[src/rtl/rom_fetch_sequencer_pkg.sv]
// ============================================================================
// Module : rom_fetch_sequencer_pkg
// Brief  : Shared opcode constants and fetch-state encoding for the fetch path.
// Rev    : 1.0
// ============================================================================
`default_nettype none

package rom_fetch_sequencer_pkg;

  localparam logic [7:0] OPC_NOP   = 8'h00;
  localparam int         CNT_WIDTH = 24;

  typedef enum logic [1:0] {
    ST_IDLE  = 2'd0,
    ST_FETCH = 2'd1,
    ST_WAIT  = 2'd2
  } fetch_state_e;

endpackage

`default_nettype wire

[src/rtl/rom_fetch_sequencer.sv]
// ============================================================================
// Module : rom_fetch_sequencer
// Brief  : PC owner and one-entry instruction slot for the combinational
//          program ROM, with branch redirect and NOP-operand fetch stalls.
// Rev    : 1.0
// ============================================================================
`default_nettype none

module rom_fetch_sequencer
  import rom_fetch_sequencer_pkg::*;
#(
  parameter int                    ADDR_WIDTH  = 16,
  parameter int                    INSTR_WIDTH = 28,
  parameter logic [ADDR_WIDTH-1:0] RESET_PC    = '0,
  parameter logic [7:0]            NOP_OPCODE  = OPC_NOP
) (
  input  logic                   Clock,
  input  logic                   Reset,
  input  logic                   iEnable,
  output logic [ADDR_WIDTH-1:0]  oRomAddress,
  input  logic [INSTR_WIDTH-1:0] iRomInstruction,
  output logic [INSTR_WIDTH-1:0] oInstruction,
  output logic [ADDR_WIDTH-1:0]  oPC,
  output logic                   oInstrValid,
  input  logic                   iInstrReady,
  input  logic                   iBranchTaken,
  input  logic [ADDR_WIDTH-1:0]  iBranchTarget,
  output logic                   oBusy
);

  localparam logic [CNT_WIDTH-1:0]  CNT_ONE = CNT_WIDTH'(1);
  localparam logic [ADDR_WIDTH-1:0] PC_ONE  = ADDR_WIDTH'(1);

  fetch_state_e            r_state;
  fetch_state_e            w_state_next;
  logic [ADDR_WIDTH-1:0]   r_pc;
  logic [INSTR_WIDTH-1:0]  r_instr;
  logic [ADDR_WIDTH-1:0]   r_instr_pc;
  logic                    r_valid;
  logic [CNT_WIDTH-1:0]    r_count;

  logic                    w_slot_free;
  logic                    w_capture;
  logic                    w_stall;
  logic [7:0]              w_opcode;
  logic [CNT_WIDTH-1:0]    w_operand;

  // Opcode and operand fields overlap in bits [23:20] of the word.
  assign w_opcode    = iRomInstruction[INSTR_WIDTH-1 -: 8];
  assign w_operand   = iRomInstruction[CNT_WIDTH-1:0];
  assign w_slot_free = !r_valid || iInstrReady;
  assign w_capture   = (r_state == ST_FETCH) && iEnable && w_slot_free && !iBranchTaken;
  assign w_stall     = w_capture && (w_opcode == NOP_OPCODE) && (w_operand != '0);

  always_ff @(posedge Clock or negedge Reset) begin
    if (!Reset) begin
      r_state <= ST_IDLE;
    end else begin
      r_state <= w_state_next;
    end
  end

  always_comb begin
    w_state_next = r_state;
    if (iBranchTaken) begin
      w_state_next = iEnable ? ST_FETCH : ST_IDLE;
    end else begin
      unique case (r_state)
        ST_IDLE: begin
          if (iEnable) w_state_next = ST_FETCH;
        end
        ST_FETCH: begin
          if (!iEnable)    w_state_next = ST_IDLE;
          else if (w_stall) w_state_next = ST_WAIT;
        end
        ST_WAIT: begin
          if (!iEnable)               w_state_next = ST_IDLE;
          else if (r_count <= CNT_ONE) w_state_next = ST_FETCH;
        end
        default: w_state_next = ST_IDLE;
      endcase
    end
  end

  always_ff @(posedge Clock or negedge Reset) begin
    if (!Reset) begin
      r_pc <= RESET_PC;
    end else if (iBranchTaken) begin
      r_pc <= iBranchTarget;
    end else if (w_capture) begin
      r_pc <= r_pc + PC_ONE;
    end
  end

  // Branch flushes even an unaccepted word; drain only when nothing refills.
  always_ff @(posedge Clock or negedge Reset) begin
    if (!Reset) begin
      r_instr    <= '0;
      r_instr_pc <= '0;
      r_valid    <= 1'b0;
    end else if (iBranchTaken) begin
      r_valid <= 1'b0;
    end else if (w_capture) begin
      r_instr    <= iRomInstruction;
      r_instr_pc <= r_pc;
      r_valid    <= 1'b1;
    end else if (r_valid && iInstrReady) begin
      r_valid <= 1'b0;
    end
  end

  always_ff @(posedge Clock or negedge Reset) begin
    if (!Reset) begin
      r_count <= '0;
    end else if (iBranchTaken) begin
      r_count <= '0;
    end else if (w_stall) begin
      r_count <= w_operand;
    end else if (r_state == ST_WAIT) begin
      r_count <= (iEnable && (r_count > CNT_ONE)) ? (r_count - CNT_ONE) : '0;
    end
  end

  assign oRomAddress  = r_pc;
  assign oInstruction = r_instr;
  assign oPC          = r_instr_pc;
  assign oInstrValid  = r_valid;
  assign oBusy        = (r_state == ST_FETCH) || (r_state == ST_WAIT);

endmodule

`default_nettype wire
[config.mk]
export PLATFORM = sky130hd
export DESIGN_NAME = rom_fetch_sequencer
export DESIGN_NICKNAME = d
export VERILOG_FILES = /design/src/rtl/rom_fetch_sequencer_pkg.sv /design/src/rtl/rom_fetch_sequencer.sv
export SDC_FILE = /design/constraint.sdc
export NUM_CORES = 1
export LEC_CHECK = 0
export ABC_AREA = 1
export BUFFER_PORTS_ARGS = -buffer_cell sky130_fd_sc_hd__buf_4
export CORE_MARGIN = 2
export CORE_UTILIZATION = 39
export CTS_BUF_LIST = sky130_fd_sc_hd__clkbuf_8
export CTS_CLUSTER_DIAMETER = 50
export DETAILED_ROUTE_END_ITERATION = 8
export PLACE_DENSITY = 0.69
export SLEW_MARGIN = 20
export SYNTH_ARGS = -nofsm -noshare
export SYNTH_HDL_FRONTEND = slang
export SYNTH_SLANG_ARGS = --single-unit
[constraint.sdc]
create_clock -name Clock -period 2.04 [get_ports Clock]
set_clock_uncertainty 0.1 [all_clocks]
set_input_delay 0.102 -clock Clock [delete_from_list [all_inputs] [get_ports Clock]]
set_output_delay 0.102 -clock Clock [all_outputs]
set_load 0.1 [all_outputs]
==> flow_summary.toml <==
[worst_setup_path]
r2r-start = "r_count[1]"
r2r_slack_ns = 0.13
endpoint_kind = "flip-flop"
cp_max_fo = 10
crit_path_start_kind = "primary input"
arrival_ns = 2.11
setup.worst_path.start = "iRomInstruction[8]"
crit_type = "primary input to flip-flop"
cp.required_ns = 2.24

[placed_design]
dp_cells = 958
io_buffers = 110
place.gp.congestion = 0.932
place.detailed.hpwl_um = 9870
dpl-instance-area_sq_um = 6010

[clock_tree]
cts_buffers = 9
tritoncts = "built"
insertion_delay_ns = 0.37
clockBufferDepth = 2
clk_pin_slew_ns = 0.09
htree_levels = 3
ctsRootBufferMaster = "clkbuf_8"
cts.sinks = 87

[yosys]
synth_nets = 732
synth.top_cell.area_share_pct = 44.9
synthArstFlopShare_pct = 100
syn_area_sq_um = 4850
ys_seq_elements = 87
synth_cell_types = 35
ys_warn_count = 0
synth_edf_count = 0
yosys.area.top_type = "dfrtp_1"
yosysSeqAreaShare_pct = 44.9
synthFlopType = "dfrtp_1"
synthTopCellsByArea = "dfrtp_1 45%, nand2_1 24%, nor2_1 5.7%, inv_1 4.3%, nand3_1 2.8%"
avgSynthCellArea_sq_um = 7.17
netlist_instances = 676

[drt]
drt-wirelength-per-cell_um = 13.7
ant_nets = 0
drt_wl_total_um = 14100
vias_per_cell = 4.80
drtPass1Iterations = 7
dr.first_iter.drc_count = 199
drc = 0
via_count = 4938

[hold_path]
hp-class = "primary input to flip-flop"
min_from = "iRomInstruction[26]"

[die]
die_h_um = 115
core_area_sq_um = 12100
die_width_um = 115
dieArea_sq_um = 13300
std_cell_rows = 40
start_util_pct = 40.2
io_pins = 111

[global_route]
overflow = 0
track_usage_pct = 21.6
antenna_found_initial = 0
grt_pass1_vias = 4724
grt_max_degree = 39
grt_pass1_wl_um = 22700

[cells_and_area]
fin_nets = 911
layout.cells.non_filler = 1028
fin_util_pct = 56.4
postLayoutCellArea_sq_um = 6810
drive_above_1_share_pct = 22.3
area_delta_synth_final_pct = 40.4
layout_commonest_cell = "nand2_1"
n_antenna_cell = 0
layout_common_cells = "310 x nand2_1, 137 x buf_4, 77 x dfrtp_1, 71 x nor2_1, 53 x inv_1"

[sta]
timing.final.crit_share_pct = 93.8
slew_viol_final = 0
max_freq_ghz = 0.523
worst_slew_pin_slew_ns = 0.518
finalSetupViolations = 0
slew_headroom_pct = 65.5
finalCriticalPeriod_ns = 1.91
hold_viol_final = 0
hold_ws_ns = 0.0124

[power]
power.total_uw = 9200
p_per_area_nw_per_um2 = 1350
power_leakage_uw = 0.00371
ir_worst_vdd_mv = 1.52

[run_status]
status = "completed"

[flow_run]
maxCapViolations = 0
==> sequential cells by signal, summed over array words and instances, names as in the netlist <==
register / count
r_count: 24
r_state: 2
oInstrValid: 1
oRomAddress: 16
oInstruction: 28
oPC: 16
==> per-stage QoR <==
| step | setup slack (ns) | setup TNS [ns] |
|---|---|---|
| finish | 0.127 | 0 |
| global route | -0.0139 | -0.0315 |
| CTS | 0.0604 | 0 |
| detailed placement | 0.00141 | 0 |
| global placement | 0.0714 | 0 |
| floorplan | 0.0408 | 0 |
==> power breakdown <==
part | leakage [uW] | internal, uW | switching (uW)
combinational | 0.00252 | 1050 | 4340
clock | 0.0000912 | 603 | 684
sequential | 0.00110 | 2210 | 317
total | 0.00371 | 3860 | 5340
==> critical path, stage by stage <==
cell           delay, ns
dlygate4sd3_1       0.54
buf_4               0.16
nor2_1              0.14
inv_1               0.05
nor2_1              0.19
nand2_1             0.12
nor2_4              0.15
nor2_8              0.08
nor2_4              0.17
clkbuf_16           0.19
nand2_1             0.05
o21ai_0             0.15
==> area by class of cell <==
type	instances	area (sq um)
well taps	168	210
clock buffers	10	138
clock inverters	6	68.8
inverters	59	226
multi-input cells	510	2380
flip-flops and latches	87	2200
repair buffers	188	1590
fillers	1114	5250
==> cells by family after synthesis <==
logic type,Yosys count,synth area share [%]
adders and majority gates,7,1.81
and+or+nand+nor,436,36.7
xor gates and xnor gates,21,3.79
buffers and inverters,79,6.99
DFF,87,44.9
AOI/OAI and AO/OA,46,5.83
==> cell usage after synthesis, types with 2 or more instances <==
library cell  count
dfrtp_1          87
o311ai_0          2
buf_1             2
inv_1            56
a22oi_1           2
xor2_1           13
buf_4             2
nor2_1           74
inv_2             3
nand3_1          27
o21a_1            2
ha_1              7
xnor2_1           8
a21oi_1           6
o2111ai_1         2
nor2_2            2
o221ai_1          2
o21ai_0          21
nand2_1         313
clkbuf_1          8
buf_6             4
o211ai_1          3
nor2_8            2
a31oi_1           3
buf_2             4
nand4_1          11
nor3_1            2
==> timing repair <==
| action | CTS | global route |
|---|---|---|
| setup buffers | 0 | 7 |
| gates resized for setup | 1 | 17 |
| pin swaps | 0 | 5 |
| setup endpoints to repair | 7 | 31 |
| hold endpoints to repair | 101 | 0 |
| hold buffers | 46 | 0 |
| cloned | 0 | 1 |
==> worst paths after layout <==
| path | endpoint | cells after the start |
|---|---|---|
| setup / recovery | r_count[23] | 12 |
| hold / removal | oInstruction[26] | 4 |
| setup reg to reg | r_count[5] | 14 |
| hold reg to reg | oInstruction[16] | 2 |
| max in group asynchronous | r_count[5] | 3 |
| min in group asynchronous | oInstruction[21] | 2 |
==> routing by layer <==
metal	vias to the layer above	routed length, um	track usage, %
met4	0	224	8.35
met3	16	731	4.39
met1	2327	6100	27.3
met2	138	7010	36.4
li1	2457	-	-
met5	-	0	0
No activity file was read; power rests on OpenSTA's default activity.
